### src/rtl/quad_encoder_frontend_if.sv
`default_nettype none
// ============================================================================
// Module  : quad_encoder_frontend_if
// Purpose : Bundles the encoder pins, the enable and the level/strobe
//           outputs of one quadrature-encoder channel.
// Ports   : enc_a, enc_b - raw encoder phases (asynchronous to clk)
//           ena          - 1 = level may change, 0 = level frozen
//           value        - WIDTH-bit current level
//           changed      - one-cycle strobe when value is written
//           dir          - direction of last valid step (1 = up)
//           illegal      - one-cycle strobe on a double-bit transition
// Modports: master drives the pins/enable, slave (the frontend) drives
//           the level and strobes.
// Revision: 1.0 - initial release
// ============================================================================
interface quad_encoder_frontend_if #(
  parameter int WIDTH = 8
);
  logic             enc_a;
  logic             enc_b;
  logic             ena;
  logic [WIDTH-1:0] value;
  logic             changed;
  logic             dir;
  logic             illegal;

  modport master (
    output enc_a, enc_b, ena,
    input  value, changed, dir, illegal
  );

  modport slave (
    input  enc_a, enc_b, ena,
    output value, changed, dir, illegal
  );
endinterface
`default_nettype wire

### src/rtl/quad_encoder_frontend.sv
`default_nettype none
// ============================================================================
// Module  : quad_encoder_frontend
// Purpose : Per-channel rotary encoder input stage. Two-flop synchronises and
//           debounces the A/B phases, decodes quadrature steps and keeps a
//           WIDTH-bit level with change strobe, direction and an illegal
//           (double-bit) transition strobe.
// Ports   : clk   - system clock
//           rst_n - asynchronous active-low reset
//           bus   - quad_encoder_frontend_if.slave (enc_a, enc_b, ena in;
//                   value, changed, dir, illegal out)
// Options : ENC_SATURATE_EN - when defined the level clamps at 0 and
//           2^WIDTH-1; when undefined it wraps modulo 2^WIDTH.
// Revision: 1.0 - initial release
// ============================================================================
module quad_encoder_frontend #(
  parameter int WIDTH           = 8,
  parameter int DEBOUNCE_CYCLES = 16,
  parameter int STEP            = 1,
  parameter int RESET_VALUE     = 0
) (
  input  logic                   clk,
  input  logic                   rst_n,
  quad_encoder_frontend_if.slave bus
);

  // DEBOUNCE_CYCLES is at most 65535, so a 16-bit counter always suffices.
  localparam int               c_cnt_w       = 16;
  localparam int               c_arith_w     = WIDTH + 1;
  localparam logic [c_cnt_w-1:0]   c_cnt_last    = c_cnt_w'(DEBOUNCE_CYCLES - 1);
  localparam logic [c_arith_w-1:0] c_step        = c_arith_w'(STEP);
  localparam logic [WIDTH-1:0]     c_reset_value = WIDTH'(RESET_VALUE);

  // Bit 1 = phase A, bit 0 = phase B throughout.
  logic [1:0] w_raw;
  logic [1:0] w_stable;

  assign w_raw = {bus.enc_a, bus.enc_b};

  // --------------------------------------------------------------------------
  // Synchroniser + debounce, one independent copy per phase.
  // --------------------------------------------------------------------------
  for (genvar g = 0; g < 2; g++) begin : g_phase
    logic               r_sync1;
    logic               r_sync2;
    logic               r_stable;
    logic [c_cnt_w-1:0] r_cnt;

    always_ff @(posedge clk or negedge rst_n) begin
      if (!rst_n) begin
        r_sync1  <= 1'b0;
        r_sync2  <= 1'b0;
        r_stable <= 1'b0;
        r_cnt    <= '0;
      end else begin
        r_sync1 <= w_raw[g];
        r_sync2 <= r_sync1;
        if (r_sync2 == r_stable) begin
          r_cnt <= '0;
        end else if (r_cnt == c_cnt_last) begin
          // Mismatch has now persisted DEBOUNCE_CYCLES cycles: accept it.
          r_stable <= r_sync2;
          r_cnt    <= '0;
        end else begin
          r_cnt <= r_cnt + 1'b1;
        end
      end
    end

    assign w_stable[g] = r_stable;
  end

  // --------------------------------------------------------------------------
  // Quadrature decode: up order is 00 -> 10 -> 11 -> 01 -> 00.
  // --------------------------------------------------------------------------
  logic [1:0]           r_prev;
  logic                 w_up;
  logic                 w_down;
  logic                 w_illegal;
  logic [c_arith_w-1:0] w_sum;
  logic [c_arith_w-1:0] w_diff;
  logic [WIDTH-1:0]     w_next;

  always_comb begin
    w_up      = 1'b0;
    w_down    = 1'b0;
    w_illegal = ((r_prev ^ w_stable) == 2'b11);
    case ({r_prev, w_stable})
      4'b00_10, 4'b10_11, 4'b11_01, 4'b01_00: w_up   = 1'b1;
      4'b00_01, 4'b01_11, 4'b11_10, 4'b10_00: w_down = 1'b1;
      default: ;
    endcase
  end

  // --------------------------------------------------------------------------
  // Level arithmetic one bit wider than the level so the top bit flags
  // carry (up) or borrow (down).
  // --------------------------------------------------------------------------
  logic [WIDTH-1:0] r_value;
  logic             r_changed;
  logic             r_dir;
  logic             r_illegal;

  always_comb begin
    w_sum  = {1'b0, r_value} + c_step;
    w_diff = {1'b0, r_value} - c_step;
`ifdef ENC_SATURATE_EN
    if (w_up) begin
      w_next = w_sum[WIDTH] ? {WIDTH{1'b1}} : w_sum[WIDTH-1:0];
    end else begin
      w_next = w_diff[WIDTH] ? {WIDTH{1'b0}} : w_diff[WIDTH-1:0];
    end
`else
    w_next = w_up ? w_sum[WIDTH-1:0] : w_diff[WIDTH-1:0];
`endif
  end

  // Previous state is tracked even while ena = 0, so steps taken while
  // frozen are dropped rather than replayed later.
  always_ff @(posedge clk or negedge rst_n) begin
    if (!rst_n) begin
      r_prev    <= 2'b00;
      r_value   <= c_reset_value;
      r_changed <= 1'b0;
      r_dir     <= 1'b0;
      r_illegal <= 1'b0;
    end else begin
      r_prev    <= w_stable;
      r_illegal <= w_illegal;
      r_changed <= 1'b0;
      if (bus.ena && (w_up || w_down)) begin
        r_value   <= w_next;
        r_changed <= 1'b1;
        r_dir     <= w_up;
      end
    end
  end

  assign bus.value   = r_value;
  assign bus.changed = r_changed;
  assign bus.dir     = r_dir;
  assign bus.illegal = r_illegal;

endmodule
`default_nettype wire

### src/flat_wrapper.sv
// flat-port wrapper written by rule: the top's interface ports become plain ports
module quad_encoder_frontend_flat 
#(
  parameter int WIDTH           = 8,
  parameter int DEBOUNCE_CYCLES = 16,
  parameter int STEP            = 1,
  parameter int RESET_VALUE     = 0
)
  (clk, rst_n, bus_enc_a, bus_enc_b, bus_ena, bus_value, bus_changed, bus_dir, bus_illegal);
  quad_encoder_frontend_if #(.WIDTH(WIDTH)) bus_i ();
  input  logic clk;
  input  logic rst_n;
  input wire logic [$bits(bus_i.enc_a)-1:0] bus_enc_a;
  input wire logic [$bits(bus_i.enc_b)-1:0] bus_enc_b;
  input wire logic [$bits(bus_i.ena)-1:0] bus_ena;
  output wire logic [$bits(bus_i.value)-1:0] bus_value;
  output wire logic [$bits(bus_i.changed)-1:0] bus_changed;
  output wire logic [$bits(bus_i.dir)-1:0] bus_dir;
  output wire logic [$bits(bus_i.illegal)-1:0] bus_illegal;
  assign bus_i.enc_a = bus_enc_a;
  assign bus_i.enc_b = bus_enc_b;
  assign bus_i.ena = bus_ena;
  assign bus_value = bus_i.value;
  assign bus_changed = bus_i.changed;
  assign bus_dir = bus_i.dir;
  assign bus_illegal = bus_i.illegal;
  quad_encoder_frontend #(.WIDTH(WIDTH), .DEBOUNCE_CYCLES(DEBOUNCE_CYCLES), .STEP(STEP), .RESET_VALUE(RESET_VALUE)) u_core (.clk(clk), .rst_n(rst_n), .bus(bus_i));
endmodule
### config.mk
export PLATFORM = sky130hd
export DESIGN_NAME = quad_encoder_frontend_flat
export DESIGN_NICKNAME = d
export VERILOG_FILES = /design/src/rtl/quad_encoder_frontend_if.sv /design/src/rtl/quad_encoder_frontend.sv /design/src/flat_wrapper.sv
export SDC_FILE = /design/constraint.sdc
export NUM_CORES = 1
export LEC_CHECK = 0
export ABC_AREA = 1
export CORE_MARGIN = 2
export CORE_UTILIZATION = 45
export CTS_CLUSTER_DIAMETER = 80
export DETAILED_ROUTE_END_ITERATION = 16
export DONT_BUFFER_PORTS = 1
export HOLD_SLACK_MARGIN = 0.12
export PLACE_DENSITY = 0.71
export SLEW_MARGIN = 20
export SYNTH_ARGS = -nofsm -noshare
export SYNTH_HDL_FRONTEND = slang
export SYNTH_SLANG_ARGS = --single-unit
### constraint.sdc
create_clock -name clk -period 3.7 [get_ports clk]
set_clock_uncertainty 0.15 [all_clocks]
set_input_delay 0.555 -clock clk [delete_from_list [all_inputs] [get_ports clk]]
set_output_delay 0.555 -clock clk [all_outputs]
set_load 0.005 [all_outputs]
## Word level (Yosys, flattened, before mapping)

Cells that the tools add are included.

| operators by class | value |
|---|---|
| $add $sub $neg | 4 |
| equal/unequal tests | 13 |
| mux-type cells | 8 |
| bitwise logic cells | 3 |
| reductions and logical operators | 6 |

Operators by type and width:

| cell | number |
|---|---|
| $mux W16 | 4 |
| $add A16 B1 Y16 const B | 2 |
| $eq A16 B4 Y1 const B | 2 |
| $eq A4 B4 Y1 const B | 4 |
| $add A8 B1 Y8 const B | 1 |
| $eq A4 B3 Y1 const B | 2 |
| $mux W8 | 1 |
| $reduce_or A4 Y1 | 2 |
| $sub A8 B1 Y8 const B | 1 |
| $eq A4 B1 Y1 const B | 1 |
| $eq A4 B2 Y1 const B | 1 |
| $reduce_and A2 Y1 | 2 |
| $mux W1 | 3 |
| $eq A1 B1 Y1 | 2 |
| $eq A2 B2 Y1 const B | 1 |
| $not A1 Y1 | 2 |
| $xor A2 B2 Y2 | 1 |
| $logic_and A1 B1 Y1 | 1 |
| $logic_or A1 B1 Y1 | 1 |

| storage, ports and cells | value |
|---|---|
| bits in registers | 51 |
| logic and storage cells | 47 |

## Logic depth before layout (Yosys ltp)

| logic depth | value |
|---|---|
| word-level depth | 6 |
| gate-level depth with buffers | 15 |
| gate-level depth less buffers | 14 |

## Worst setup path after synthesis

OpenSTA, ideal clock, no wires.

| path | value |
|---|---|
| kind | flip-flop to flip-flop |
| from | reg u_core.g_phase[1].r_stable |
| to | reg u_core.r_value[7], in the netlist u_core.bus.value[7] |
| arrival | 1.872 ns |
| required time | 3.432 ns |
| slack | 1.560 ns |
| stages on the path, launching flop included | 14 |
| clock period less this slack | 2.140 ns |
| path through | dfrtp_1 inv_1 nand2_1 nand2_1 nor2_2 inv_1 ha_1 or2_2 nand3_1 nand2_1 nand2_1 nand3_1 nand2_1 nand2_1 |

| between the ends | value |
|---|---|
| word-level cells in the longest chain between the ends | 5 |
| elaborated cells on any way between the ends | 15 |
| classes of those cells | eq/ne: 8; mux: 3; reduce/logical: 4 |

Ends and longest elaborated chain:

| item | line | RTL |
|---|---|---|
| from (decl) | quad_encoder_frontend.sv:46 | `logic r_stable;` |
| from (signal assigned) | quad_encoder_frontend.sv:62 | `r_stable <= r_sync2;` |
| $eq A4 B2 Y1, or another cell as far along | quad_encoder_frontend.sv:88 | `case ({r_prev, w_stable})` |
| $reduce_or A4 Y1 (*) | quad_encoder_frontend.sv:88 |  |
| $mux W1 (*) | quad_encoder_frontend.sv:88 |  |
| via u_core.w_up | quad_encoder_frontend.sv:77 | `logic w_up;` |
| $logic_or A1 B1 Y1 | quad_encoder_frontend.sv:131 | `if (bus.ena && (w_up \|\| w_down)) begin` |
| $logic_and A1 B1 Y1 | quad_encoder_frontend.sv:131 |  |
| to (signal assigned) | quad_encoder_frontend.sv:123 | `r_value <= c_reset_value;` |
| to (signal assigned) | quad_encoder_frontend.sv:132 | `r_value <= w_next;` |
| to (decl) | quad_encoder_frontend.sv:99 | `logic [WIDTH-1:0] r_value;` |

Mark *: on every way through the listed nets, which the timed path passes. The rest lies on a longest branch.
A chain may end at the register's enable or synchronous reset.

## Worst setup path in the final report

| path | value |
|---|---|
| from | reg u_core.g_phase[1].r_stable |
| to | reg u_core.r_value[6], in the netlist u_core.bus.value[6] |

Same word-level chain as after synthesis.

==> impl_metrics.env <==
export IMPL_stdcell_area_sq_um=3024
export IMPL_synthToLayoutAreaGrowth_pct=9.466
export IMPL_hpwl_mm=3.608
export IMPL_fp_dieW_microns=82.36
export IMPL_fin_cells=428
export IMPL_hold_path_class="reg2reg"
export IMPL_grt_pass1_wl_mm=8.328
export IMPL_cp_start_kind="register"
export IMPL_power_switching_w=0.0002834
export IMPL_cts_buffers=5
export IMPL_port_buffers=0
export IMPL_cellInternalPower_w=0.0008930
export IMPL_synthTopCellsByArea="dfrtp_1 (46%), nand2_1 (11%), nor2_1 (7.1%), inv_1 (5.7%), xor2_1 (5.1%)"
export IMPL_max_freq_mhz=418.3
export IMPL_cts_max_level=2
export IMPL_grt_usage_pct=15.98
export IMPL_root_buffer="clkbuf_8"
export IMPL_finalHoldViolations=0
export IMPL_cts_reportedPaths_clkPinSlew_ps=90
export IMPL_ys_warn_count=0
export IMPL_total_power_w=0.001176
export IMPL_clk_path_buf_depth=2
export IMPL_grt_pass1_vias=1913
export IMPL_post_route_drc_count=0
export IMPL_grt_max_degree=52
export IMPL_post_cts_setup_buffer_count=0
export IMPL_core_sq_um=5921
export IMPL_syn_nets=357
export IMPL_synth_seq_cells=51
export IMPL_tightest_slew_ps=313.8
export IMPL_arrival_ps=2450
export IMPL_ys_seq_area_share_pct=46.20
export IMPL_crit_required_ps=3760
export IMPL_antenna_found_initial=0
export IMPL_synth_commonest_cells="nand2_1 (79), nor2_1 (52), dfrtp_1 (51)"
export IMPL_postRouteAntennaNets=0
export IMPL_syn_area_per_cell_sq_um=8.054
export IMPL_synth_area_sq_um=2763
export IMPL_grt_overflow=0
export IMPL_synth_top_area_share_pct=46.20
export IMPL_routed_via_count=2085
export IMPL_fin_crit_sh_pct=64.61
export IMPL_cts_sinks=51
export IMPL_drv_slew=0
export IMPL_viasPerCell=4.871
export IMPL_cp_max_fo=8
export IMPL_critical_path_class="reg2reg"
export IMPL_wl_mm=4.861
export IMPL_clock_latency_ps=300
export IMPL_setup_viol=0
export IMPL_die_h_microns=82.36
export IMPL_drive_gt1_share_pct=9.348
export IMPL_multiInputGateArea_sq_um=1281
export IMPL_wl_per_cell_microns=11.36
export IMPL_status="completed"
export IMPL_nets=366
export IMPL_start_util_pct=46.66
export IMPL_synth_edf_count=0
export IMPL_tns_ps=0
export IMPL_combPwrFrac_pct=11.2
export IMPL_ff_latch_area_sq_um=1276
export IMPL_cap_violations=0
export IMPL_power_density_nw_per_um2=389.0
export IMPL_cp_end_kind="register"
export IMPL_pwr_share_seq_pct=50.0
export IMPL_peakVddDrop_v=0.0001751
export IMPL_post_synth_top_count_cell="nand2_1"
export IMPL_netlist_instances=343
export IMPL_cts_resized=0
export IMPL_synth_cell_type_count=28
export IMPL_power_frac_clock_pct=38.7
export IMPL_cts_tree="done"
export IMPL_synth_top_area_cell="dfrtp_1"
export IMPL_synth_ff_type="dfrtp_1"
export IMPL_synthArstFlopShare_pct=100.0
export IMPL_dp_cells=416
export IMPL_placed_cell_area_sq_um=2830
export IMPL_swShare_pct=24.09
export IMPL_io_pins=16
export IMPL_place_congestion=0.8653
export IMPL_rsz0062_at_grt="false"
export IMPL_leakagePower_nw=1.425
export IMPL_dieArea_sq_um=6782
export IMPL_num_rows=28
export IMPL_period_minus_slack_ps=2390
export IMPL_first_pass_iters=6
export IMPL_relSlewSlack_pct=78.86
export IMPL_drtIter0Drc=133
export IMPL_nFillCells=550
export IMPL_n_antenna_cell=0
-- state kept, by name (all words and copies together), names as in the netlist --
signal,flops
u_core.bus.value,8
u_core.bus.illegal,1
u_core.bus.dir,1
u_core.r_prev,2
u_core.g_phase.r_stable,2
u_core.g_phase.r_cnt,32
u_core.g_phase.r_sync2,2
u_core.g_phase.r_sync1,2
u_core.bus.changed,1
-- cell type report --
type                       instances  share of cell area [%]
clock inverter                     3                   2.234
tap                               75                   3.103
inverter                          47                   5.916
multi-input combinational        243                   42.37
timing repair buffer               4                   1.903
clock buffer                       5                   2.276
sequential                        51                   42.20
-- layer usage --
metal	wire length [microns]	track usage (%)	vias to the layer above	part of all wire, %
met5	0	0	-	0
met4	70	5.500	0	1.4
met3	157	3.043	7	3.2
met2	2347	25.89	31	48
met1	2286	21.41	956	47
li1	-	-	1091	-
-- path summary, 6_finish.rpt --
kind,from,endpoint,slack (ps),cells past startpoint
worst max register to register,u_core.g_phase[1].r_stable,u_core.bus.value[6],1310,13
min in group asynchronous,rst_n,u_core.bus.value[1],640,2
worst min-delay path,u_core.g_phase[0].r_sync1,u_core.g_phase[0].r_sync2,210,0
worst min register to register,u_core.g_phase[0].r_sync1,u_core.g_phase[0].r_sync2,210,0
worst max-delay path,u_core.g_phase[1].r_stable,u_core.bus.value[6],1310,13
max in group asynchronous,rst_n,u_core.g_phase[0].r_cnt[2],2530,2
-- timing repair --
item	in CTS	in global routing
endpoints found under the hold margin	53	0
hold buffers	4	0
endpoints found under the setup margin	0	0
-- power groups by stage --
stage	combinational (W)	sequential [W]	clock, W
2_1_floorplan	0.0000981	0.000596	0
4_1_cts	0.000134	0.000589	0.000469
5_1_grt	0.000154	0.000592	0.000491
6_report	0.000132	0.000589	0.000456
3_3_place_gp	0.000112	0.000600	0
3_5_place_dp	0.000116	0.000601	0
-- cells by family after synthesis --
| group | share of synthesized area, % |
|---|---|
| AOI/OAI and AO/OA | 4.937 |
| adders and majority gates | 4.348 |
| DFF | 46.20 |
| and+or+nand+nor | 30.75 |
| xor gates and xnor gates | 6.340 |
| buffers and inverters | 7.427 |
-- cell usage in the layout (no fill, tap or decap), types with 2 or more instances in the layout --
| master | n |
|---|---|
| nor3b_1 | 3 |
| xnor2_1 | 4 |
| dlygate4sd3_1 | 3 |
| nor2_1 | 52 |
| a21oi_1 | 12 |
| o21ai_0 | 4 |
| bufinv_16 | 2 |
| xor2_1 | 16 |
| nand4_1 | 7 |
| nand2_1 | 79 |
| nor3_1 | 10 |
| nand3b_1 | 2 |
| o21ai_2 | 5 |
| inv_2 | 4 |
| inv_1 | 42 |
| clkbuf_8 | 5 |
| ha_1 | 8 |
| nor2_2 | 6 |
| dfrtp_1 | 51 |
| nand3_1 | 23 |
| nand2_2 | 5 |
-- through the flow --
step                hold slack, ps  util [%]  setup slack (ps)
CTS                          212.8     51.08              1304
floorplan                    109.4         -              1560
finish                       211.6     51.08              1310
detailed placement           111.4     47.80              1315
global route                 231.0     51.08              1035
global placement             111.3     47.80              1415
-- critical path: stages, from the launching register on --
cell and delay, ps:
dfrtp_1 450, inv_1 110, nand2_1 70, nand2_1 50
nor2_2 160, inv_1 180, ha_1 410, nand2_1 70
o21ai_0 280, nand2_1 120, nand2_1 70, nand2_1 50
nand3_1 70, nand2_1 50
(Power assumes the default switching activity.)
